`src/rtl/datapath_pkg.sv`:
```
// datapath_pkg: ALU opcodes, mul/div FSM states and default widths shared by param_datapath.
package datapath_pkg;
    localparam int DEF_DATA_W   = 32;
    localparam int DEF_NUM_REGS = 16;

    typedef enum logic [3:0] {
        ALU_ADD = 4'd0,
        ALU_SUB = 4'd1,
        ALU_AND = 4'd2,
        ALU_OR  = 4'd3,
        ALU_SHR = 4'd4,
        ALU_SHL = 4'd5,
        ALU_NEG = 4'd6,
        ALU_NOT = 4'd7,
        ALU_MUL = 4'd8,
        ALU_DIV = 4'd9
    } alu_op_t;

    typedef enum logic [1:0] {
        IDLE,
        MUL,
        DIV,
        FIN
    } muldiv_state_t;
endpackage

```
`src/rtl/seq_muldiv.sv`:
```
// seq_muldiv: iterative signed multiply (shift-add) and restoring divide on latched magnitudes.
// The divide datapath exists only when DATAPATH_DIV_EN is defined.
module seq_muldiv
    import datapath_pkg::*;
#(
    parameter int DATA_W = DEF_DATA_W
) (
    input  logic                  clock,
    input  logic                  clear,
    input  logic                  start,
    input  logic                  is_div,
    input  logic [DATA_W-1:0]     a,
    input  logic [DATA_W-1:0]     b,
    output logic                  busy,
    output logic                  load,
    output logic                  done,
    output logic [2*DATA_W-1:0]   result
);
    localparam int CW = $clog2(DATA_W);

    muldiv_state_t state, state_nx;
    logic [CW-1:0]     cnt;
    logic [DATA_W-1:0] acc, quo, mag_b, acc_nx, quo_nx;
    logic [DATA_W:0]   sum;
    logic              sign_q;

    function automatic logic [DATA_W-1:0] mag(input logic [DATA_W-1:0] v);
        return v[DATA_W-1] ? -v : v;
    endfunction

    assign busy = state == MUL || state == DIV;
    assign load = busy && cnt == CW'(DATA_W - 1);
    assign done = state == FIN;

    always_comb begin
        state_nx = busy ? (load ? FIN : state) : start ? (is_div ? DIV : MUL) : IDLE;
    end

    // acc is the product high half or the partial remainder; quo is the multiplier or quotient
    assign sum = {1'b0, acc} + {1'b0, mag_b & {DATA_W{quo[0]}}};

`ifdef DATAPATH_DIV_EN
    logic [DATA_W:0] shl;
    logic            ge, sign_r;

    assign shl    = {acc, quo[DATA_W-1]};
    assign ge     = shl >= {1'b0, mag_b};
    assign acc_nx = state == DIV ? (ge ? DATA_W'(shl - {1'b0, mag_b}) : shl[DATA_W-1:0]) : sum[DATA_W:1];
    assign quo_nx = state == DIV ? {quo[DATA_W-2:0], ge} : {sum[0], quo[DATA_W-1:1]};
    assign result = state == DIV ? {sign_r ? -acc_nx : acc_nx, sign_q ? -quo_nx : quo_nx}
                                 : (sign_q ? -{acc_nx, quo_nx} : {acc_nx, quo_nx});

    always_ff @(posedge clock or negedge clear) begin
        if (!clear) sign_r <= 1'b0;
        else if (start) sign_r <= a[DATA_W-1];
    end
`else
    assign acc_nx = sum[DATA_W:1];
    assign quo_nx = {sum[0], quo[DATA_W-1:1]};
    assign result = sign_q ? -{acc_nx, quo_nx} : {acc_nx, quo_nx};
`endif

    always_ff @(posedge clock or negedge clear) begin
        if (!clear) begin
            state  <= IDLE;
            cnt    <= '0;
            acc    <= '0;
            quo    <= '0;
            mag_b  <= '0;
            sign_q <= 1'b0;
        end else begin
            state <= state_nx;
            if (start) begin
                cnt    <= '0;
                acc    <= '0;
                quo    <= mag(a);
                mag_b  <= mag(b);
                sign_q <= a[DATA_W-1] ^ b[DATA_W-1];
            end else if (busy) begin
                cnt <= cnt + CW'(1);
                acc <= acc_nx;
                quo <= quo_nx;
            end
        end
    end
endmodule

```
`src/rtl/param_datapath.sv`:
```
// param_datapath: one-hot shared-bus register datapath with single-cycle ALU and sequential mul/div.
// Define DATAPATH_DIV_EN to build the signed divider; otherwise op 9 is treated as illegal.
module param_datapath
    import datapath_pkg::*;
#(
    parameter int DATA_W   = DEF_DATA_W,
    parameter int NUM_REGS = DEF_NUM_REGS
) (
    input  logic                clock,
    input  logic                clear,
    input  logic [NUM_REGS-1:0] Rin,
    input  logic [NUM_REGS-1:0] Rout,
    input  logic                PCin,
    input  logic                PCout,
    input  logic                IncPC,
    input  logic                IRin,
    input  logic                Yin,
    input  logic                Yout,
    input  logic                MARin,
    input  logic                MDRin,
    input  logic                MDRout,
    input  logic                HIin,
    input  logic                HIout,
    input  logic                LOin,
    input  logic                LOout,
    input  logic                Zhighout,
    input  logic                Zlowout,
    input  logic                Read,
    input  logic [DATA_W-1:0]   Mdatain,
    input  logic [3:0]          alu_op,
    input  logic                alu_start,
    output logic [DATA_W-1:0]   BusMuxOut,
    output logic [DATA_W-1:0]   mem_addr,
    output logic [DATA_W-1:0]   ir_out,
    output logic                alu_busy,
    output logic                alu_done,
    output logic                bus_conflict,
    output logic                illegal_op
);
    localparam int SW = $clog2(DATA_W);
`ifdef DATAPATH_DIV_EN
    localparam bit DIV_EN = 1'b1;
`else
    localparam bit DIV_EN = 1'b0;
`endif

    logic [DATA_W-1:0]   gpr [NUM_REGS];
    logic [DATA_W-1:0]   pc, ir, y, mar, mdr, hi, lo, z_hi, z_lo;
    logic [DATA_W-1:0]   bus_or, sc_lo;
    logic [SW-1:0]       shamt;
    logic [2*DATA_W-1:0] md_result;
    logic accept, is_div, div_zero, md_start, sc_go, bad_op, md_load, md_done, done_q, illegal_q;

    always_comb begin
        bus_or = (PCout ? pc : '0) | (Yout ? y : '0) | (MDRout ? mdr : '0) | (HIout ? hi : '0)
               | (LOout ? lo : '0) | (Zhighout ? z_hi : '0) | (Zlowout ? z_lo : '0);
        for (int i = 0; i < NUM_REGS; i++) bus_or = bus_or | (Rout[i] ? gpr[i] : '0);
    end

    assign bus_conflict = !$onehot0({Rout, PCout, Yout, MDRout, HIout, LOout, Zhighout, Zlowout});
    assign BusMuxOut    = bus_conflict ? '0 : bus_or;
    assign mem_addr     = mar;
    assign ir_out       = ir;

    always_ff @(posedge clock or negedge clear) begin
        if (!clear) begin
            for (int i = 0; i < NUM_REGS; i++) gpr[i] <= '0;
            pc  <= '0;
            ir  <= '0;
            y   <= '0;
            mar <= '0;
            mdr <= '0;
            hi  <= '0;
            lo  <= '0;
        end else begin
            for (int i = 0; i < NUM_REGS; i++) if (Rin[i]) gpr[i] <= BusMuxOut;
            if (IncPC) pc <= pc + DATA_W'(1);
            else if (PCin) pc <= BusMuxOut;
            if (IRin) ir <= BusMuxOut;
            if (Yin) y <= BusMuxOut;
            if (MARin) mar <= BusMuxOut;
            if (MDRin) mdr <= Read ? Mdatain : BusMuxOut;
            if (HIin) hi <= BusMuxOut;
            if (LOin) lo <= BusMuxOut;
        end
    end

    // starts arriving while the sequential unit is busy are dropped silently
    assign accept   = alu_start && !alu_busy;
    assign is_div   = DIV_EN && alu_op == ALU_DIV;
    assign div_zero = accept && is_div && BusMuxOut == '0;
    assign md_start = accept && (alu_op == ALU_MUL || (is_div && BusMuxOut != '0));
    assign sc_go    = accept && alu_op < 4'd8;
    assign bad_op   = accept && alu_op > 4'd8 && !is_div;
    assign shamt    = BusMuxOut[SW-1:0];

    // unary NEG/NOT act on the bus operand
    always_comb begin
        case (alu_op)
            ALU_ADD: sc_lo = y + BusMuxOut;
            ALU_SUB: sc_lo = y - BusMuxOut;
            ALU_AND: sc_lo = y & BusMuxOut;
            ALU_OR:  sc_lo = y | BusMuxOut;
            ALU_SHR: sc_lo = y >> shamt;
            ALU_SHL: sc_lo = y << shamt;
            ALU_NEG: sc_lo = -BusMuxOut;
            ALU_NOT: sc_lo = ~BusMuxOut;
            default: sc_lo = '0;
        endcase
    end

    seq_muldiv #(.DATA_W(DATA_W)) u_muldiv (
        .clock  (clock),
        .clear  (clear),
        .start  (md_start),
        .is_div (is_div),
        .a      (y),
        .b      (BusMuxOut),
        .busy   (alu_busy),
        .load   (md_load),
        .done   (md_done),
        .result (md_result)
    );

    always_ff @(posedge clock or negedge clear) begin
        if (!clear) begin
            z_hi      <= '0;
            z_lo      <= '0;
            done_q    <= 1'b0;
            illegal_q <= 1'b0;
        end else begin
            done_q    <= sc_go || div_zero;
            illegal_q <= bad_op;
            if (md_load) {z_hi, z_lo} <= md_result;
            else if (sc_go) begin
                z_hi <= '0;
                z_lo <= sc_lo;
            end else if (div_zero) begin
                z_hi <= y;
                z_lo <= '1;
            end
        end
    end

    assign alu_done   = done_q || md_done;
    assign illegal_op = illegal_q;
endmodule

```
`config.mk`:
```
export PLATFORM = sky130hd
export DESIGN_NAME = param_datapath
export DESIGN_NICKNAME = d
export VERILOG_FILES = /design/src/rtl/datapath_pkg.sv /design/src/rtl/seq_muldiv.sv /design/src/rtl/param_datapath.sv
export SDC_FILE = /design/constraint.sdc
export NUM_CORES = 2
export LEC_CHECK = 0
export CAP_MARGIN = 20
export CORE_AREA = 2 2 326 328
export DETAILED_ROUTE_END_ITERATION = 12
export DIE_AREA = 0 0 328 330
export PLACE_DENSITY = 0.66
export RECOVER_POWER = 50
export SYNTH_ARGS = -nofsm -noshare
export SYNTH_HDL_FRONTEND = slang
export SYNTH_SLANG_ARGS = --single-unit
```
`constraint.sdc`:
```
create_clock -name clock -period 9.75 [get_ports clock]
set_clock_uncertainty 0.1 [all_clocks]
set_input_delay 0.975 -clock clock [delete_from_list [all_inputs] [get_ports clock]]
set_output_delay 0.975 -clock clock [all_outputs]
set_load 0.005 [all_outputs]
```
==> results by group <==
Floorplan
  – Core box area: 0.105 mm2
  – Rows: 119
  – Die Y: 330 um
  – Starting density of the core: 48.6%
  – Ports: 187
  – Die area: 0.108 mm2
  – Chip width: 328 um

Drt
  – WL met3: 23,700 um
  – Vias per inst: 6.76
  – Initial drt markers: 5,492
  – DRT met1 WL: 83,000 um
  – Post-Route WL: 203,000 um
  – # DRC: 0
  – Met2 routed WL: 87,300 um
  – Routed Antenna Nets: 0
  – Pre-antenna DRT Iters: 6
  – WL/cell: 31.9 um
  – Via count: 43.0k
  – Top Layer Used: met5

Global route
  – Vias in the first global route: 41.5k
  – Global route overflow: 0
  – Pin count of the biggest net entering global routing: 161
  – Global-route wire length before repair: 294,000 um
  – GRT Util Overall: 37.1%
  – Initial antenna violation count: 11

Logic synthesis
  – Synthesized area per cell: 10.4 um2
  – Synth Area in Adders: 2.72%
  – Most used DFF post-synth: dfrtp_1
  – Post-synth EDFFs: 0
  – Leading cell type by number of instances after synthesis: dfrtp_1
  – Cell variety after synth: 91
  – Compound-gate portion of the synthesized area: 15.9%
  – Syn nets: 5,068
  – Dominant cells by area after synthesis: dfrtp_1, mux2_2, mux2i_1, a22oi_1, clkbuf_1
  – Yosys top cell area share: 44.5%
  – Most instantiated cells after synthesis: dfrtp_1, mux2_2, clkbuf_1
  – Post-Synth Simple-Gate Area: 9.95%
  – Xor/xnor share of the synthesized area: 3.68%
  – Async set-or-reset flop fraction in the synthesized netlist: 100%
  – Synth Instances: 4,881
  – Mux share of post-synthesis cell area: 19.2%
  – FF+latch count, synth: 906
  – Synthesized area: 0.0509 mm2
  – Largest family of logic cells by synthesized area: multiplexers
  – Synth warn: 0
  – Synth area leader: dfrtp_1
  – Seq/Total Area, Yosys: 44.5%

Status
  – Failing checks: max-capacitance violations, max-slew violations
  – Run status: finished, violations left

Final layout
  – Area growth syn-to-layout: 13.4%
  – Fillers: 9,107
  – Final net count: 5,080
  – Register area: 0.0227 mm2
  – Multi-input gate area: 0.0264 mm2
  – Layout cells sized above 1: 23.2%

Setup path
  – CP dominant cell by count: fa_1
  – Crit path buf inv count: 5
  – Crit path kind: input pin to register
  – CP max stage delay: 0.60 ns
  – Worst Path Arrival: 9.46 ns
  – Critical path's slowest cell: or4_1
  – Crit path max fanout: 23
  – Critical Path End Type: register
  – CP startpoint kind: input pin
  – Delay-heaviest family, CP: adder cells
  – Critical Path RT: 10.24 ns

Clocking
  – CTS tree: done
  – Post-CTS Hold Buffers: 0
  – Inserted Clock Buffers: 98
  – Post-cts sizing count: 0
  – Clock Sinks: 906
  – Clock slew at reported path FFs: 0.07 ns
  – Setup bufs post-CTS: 0
  – Clk_lat worst skew: 0.73 ns
  – Deepest clock path buffer count: 3
  – H-tree depth: 3
  – Root Buffer: clkbuf_16

Timing
  – Setup violators final: 0
  – Total negative setup slack: 0 ns
  – RSZ-0062 raised after global routing: no
  – Worst slew margin: -296%
  – Tcrit/Tclk final: 92.1%
  – Final Hold Viols: 0
  – Max Freq: 111 MHz
  – Fin crit period: 8.98 ns
  – Tightest Pin Transition: 5.94 ns
  – Slew Viols, Final: 560

Placed design
  – Detail Placement HPWL: 131,000 um
  – Buffers on Ports: 186
  – GPL Wtd Cong: 1.08

Job
  – Max Cap Viol: 7

Min path
  – Hold Path Class: register to register
-- placed cells by master (no fill, tap or decap), types with 63 or more instances in the layout --
master / count
nor2_1: 228
a22oi_1: 268
xnor2_1: 126
nand3_1: 114
dlygate4sd3_1: 66
o21ai_0: 222
inv_1: 63
nand4_1: 68
mux2i_1: 206
dfrtp_1: 905
nand2_1: 355
mux2_2: 686
xor2_1: 88
ha_1: 81
buf_4: 180
nor3_1: 80
a21oi_1: 172
clkbuf_16: 100
clkdlybuf4s50_1: 74
-- state kept, by name, indices dropped and copies added, names as in the netlist --
name             flops
u_muldiv.mag_b      32
mem_addr            32
u_muldiv.sign_q      1
hi                  32
z_lo                32
pc                  32
u_muldiv.quo        32
y                   32
lo                  32
u_muldiv.cnt         5
u_muldiv.state       2
ir_out              32
illegal_op           1
done_q               1
u_muldiv.acc        32
gpr                512
mdr                 32
z_hi                32
-- layer usage --
layer / GRT usage (%) / vias to the layer above
met2: 54.9 / 2580
met4: 15.6 / 6
met3: 9.78 / 568
met1: 51.6 / 21900
met5: 0 / -
li1: - / 18000
-- worst paths after layout --
| check | from | depth (start not counted) | to | slack, ns |
|---|---|---|---|---|
| max | Rout[11] | 30 | z_lo[31] | 0.77 |
| min reg2reg | u_muldiv.mag_b[7] | 2 | u_muldiv.mag_b[7] | 0.38 |
| max reg2reg | y[0] | 21 | z_lo[31] | 2.98 |
| min in group asynchronous | clear | 1 | hi[6] | 2.37 |
| max in group asynchronous | clear | 3 | u_muldiv.sign_q | 2.37 |
| min | u_muldiv.mag_b[7] | 2 | u_muldiv.mag_b[7] | 0.38 |
-- worst register-to-register path: cells and delay by family (launching register included) --
family	cells	cell delay (ns)
buffers and inverters	1	0.08
xor gates and xnor gates	2	0.29
DFF	1	0.54
adders and majority gates	2	0.61
AOI/OAI and AO/OA	8	2.51
and+or+nand+nor	8	2.55
-- cell type report --
cell class                      instances  share of cell area, %
Antenna cell                            3                 0.0130
Sequential cell                       906                   39.3
Clock inverter                         40                   1.04
Timing Repair Buffer                  377                   5.39
Tap cell                             1391                   3.02
Multi-Input combinational cell       3439                   45.8
Clock buffer                          143                   5.00
Inverter                               71                  0.462
-- cell families (layout without fill, tap and decap cells) --
family,after synthesis,count (layout)
AND/OR/NAND/NOR,1067,1067
AO/OA/AOI/OAI,1166,1166
flip-flops,906,906
other,0,3
multiplexers,892,892
XOR/XNOR,214,214
adder cells (fa/ha/maj),100,100
buffers and inverters,536,631
-- per-stage QoR --
step	util [%]	hold slack, ns	worst slack [ns]	area (um2)	cells
floorplan	-	0.337	0.0204	50900	4881
global placement	51.8	0.354	0.332	54300	6184
detailed placement	51.8	0.365	0.141	54300	6184
CTS	55.2	0.243	0.894	57700	6367
global route	55.1	0.398	0.436	57700	6367
finish	55.1	0.379	0.774	57700	6370
Power is not shown: default switching activity piles up to over one toggle a cycle in this logic, so the estimate is an artifact.
==> edit: new RTL, config.mk and constraints unchanged <==
Change the localparam `DIV_EN` from 1'b0 to 1'b1.
--- a/src/rtl/param_datapath.sv
+++ b/src/rtl/param_datapath.sv
@@ -42,5 +42,5 @@
     localparam bit DIV_EN = 1'b1;
 `else
-    localparam bit DIV_EN = 1'b0;
+    localparam bit DIV_EN = 1'b1;
 `endif
 
Check against the original RTL: not settled (the Yosys comparison gave no result); the edit may change what the design does.
==> edit against the original RTL <==
The flow still finishes with violations (capacitance limit, slew limit); first-iteration DRC count decreased by 4.6%; cell count rose by 1.7%; final area is 1.2% higher; area after synthesis is 0.35% higher; hold slack worse by 0.0051 ns; worst setup slack improved by 0.016 ns; sequential cell count stayed put; wire length is essentially flat; largest cell class unchanged.
Power is left out: the tool's default activity adds up to more than one toggle a clock period on the data nets, which glitch-free logic cannot reach.
==> edit: results (changes against the original RTL) <==
| Metric | Value |
|---|---|
| Global-route wire length before repair | 295 mm (+0.26%) |
| RR Startpoint | z_hi[0] |
| Hold Crit Depth | 2 (unchanged) |
| Failing checks | capacitance limit, slew limit |
| Cts bufs inserted | 98 (unchanged) |
| Slowest cell on crit path | fa_1 |
| Number of distinct library cells after synthesis | 101 (+11%) |
| TritonRoute pass-1 iters | 9 (+3) |
| Initial antenna violation count | 5 (-6) |
| DP HPWL | 133 mm (+1.6%) |
| Setup slack, reg-to-reg | 3.04 ns (+0.06 ns) |
| Max-Cap Viols | 7 (unchanged) |
| Ys Warns | 0 (unchanged) |
| Syn_nets | 5105 (+0.73%) |
| WHS Endpoint | u_muldiv.mag_b[22] |
| Highest Signal Layer | met5 |
| Gr usage total | 37.1% (about the same) |
| Final nets | 5191 (+2.2%) |
| Largest Register | gpr |
| Status | complete, but fails checks |
| Max reg flops | 512 (unchanged) |
| Via/cell ratio | 6.71 (-0.74%) |
| M1 wire length | 82.9 mm (about the same) |
| DR WL met3 | 22.7 mm (-4.0%) |
| Final Max Slew Viols | 656 (+17%) |
| Worst path max stage delay | 0.54 ns (-0.06 ns) |
| Fraction of layout instances using a drive strength above 1 | 24.8% (+1.5 points) |
| WL met2 | 88.5 mm (+1.4%) |
| Initial DRC Count | 5239 (-4.6%) |
| Post-synthesis sequential area ratio | 44.4% (-0.16 points) |
| Critical Path AT | 9.47 ns (about the same) |
| Slew headroom | -155% (+140 points) |
| Clock transition at the registers of the reported paths | 0.07 ns (about the same) |
| Hold Path Class | flop to flop |
| Routed length per instance | 31.4 µm (-1.6%) |
| Endpoint of the worst-slack reg-to-reg timing path | z_lo[31] |
| Clock Latency Late Sink | 0.71 ns (-0.02 ns) |
| Vias in the first global route | 41900 (+1.0%) |
| Post-synth top cells | dfrtp_1, mux2_2, clkbuf_1 |
| Worst r2r path cells | 23 (+9.5%) |
| Pin count of the biggest net entering global routing | 164 (+1.9%) |
| CTS H-tree lvls | 3 (unchanged) |
| Post-cts repair resize count | 0 (unchanged) |
| Critical path fanouts, max | 6 (-74%) |
| GPL Wtd Cong | 1.03 (-4.6%) |
| Hold Path Origin | u_muldiv.mag_b[22] |
| Ranking of synthesized cells by area | dfrtp_1, mux2_2, a22oi_1, mux2i_1, clkbuf_1 |
[edit: cell count changes in the layout (fill, tap and decap cells not counted), sizes merged, moves of 12 or more]
cell   change
nand2     -13
buf       +70
a22oi     +19
a21oi     +71
xor2      -17
o22ai     +22
nand3     -22
nor2      +35
mux2i     -42
a21o      -12
[edit: layout make-up]
class                      instances  area [µm²]
multi-input combinational       3471       26500
tap                             1391        1740
clock buffer                     138        2920
timing repair buffer             447        3630
sequential                       906       22700
antenna                            2        5.00
inverter                          80         300
clock inverter                    46         614
fill                            9035       46300
[edit: worst max-delay path, delay by kind of cell]
| kind | cells | cell delay (ns) |
|---|---|---|
| AOI/OAI and AO/OA | 9 | 1.88 |
| xor gates and xnor gates | 1 | 0.14 |
| adders and majority gates | 8 | 3.69 |
| buffers and inverters | 5 | 0.68 |
| and+or+nand+nor | 9 | 2.11 |
[edit: cell families (layout without fill, tap and decap cells)]
family / count (synthesis) / in the layout / synth area share, %
AO/OA/AOI/OAI: 1252 / 1252 / 16.9
XOR/XNOR: 208 / 208 / 3.57
adder cells (fa/ha/maj): 100 / 100 / 2.71
buffers and inverters: 541 / 711 / 4.12
flip-flops: 906 / 906 / 44.4
multiplexers: 852 / 852 / 18.4
other: 0 / 2 / 0
AND/OR/NAND/NOR: 1059 / 1059 / 9.96
[edit: metrics by stage]
| stage | setup TNS [ns] | cell area (µm²) | hold slack [ns] | instances | worst slack (ns) |
|---|---|---|---|---|---|
| global placement | 0 | 54900 | 0.355 | 6294 | 0.245 |
| global route | 0 | 58400 | 0.407 | 6479 | 0.331 |
| detailed placement | 0 | 54900 | 0.360 | 6294 | 0.123 |
| finish | 0 | 58400 | 0.373 | 6481 | 0.790 |
| CTS | 0 | 58400 | 0.126 | 6478 | 0.853 |
| floorplan | -0.00325 | 51100 | 0.337 | 4918 | -0.00325 |
[edit: how the worst max path moves through the flow]
stage | cells past startpoint | slack, ns | endpoint | startpoint
floorplan | 35 | -0.003 | z_lo[31] | MDRout
global placement | 32 | 0.24 | z_lo[31] | Rout[11]
detailed placement | 28 | 0.12 | z_lo[30] | Rout[11]
CTS | 28 | 0.85 | z_lo[30] | Rout[11]
global route | 31 | 0.33 | z_lo[31] | Rout[11]
finish | 32 | 0.79 | z_lo[31] | Rout[11]
[edit: per-layer routing]
layer  vias to the layer above  GRT usage, %
met4                         2          15.4
met5                         -             0
met3                       522          9.53
met1                     22200          51.3
li1                      18300             -
met2                      2453          55.5
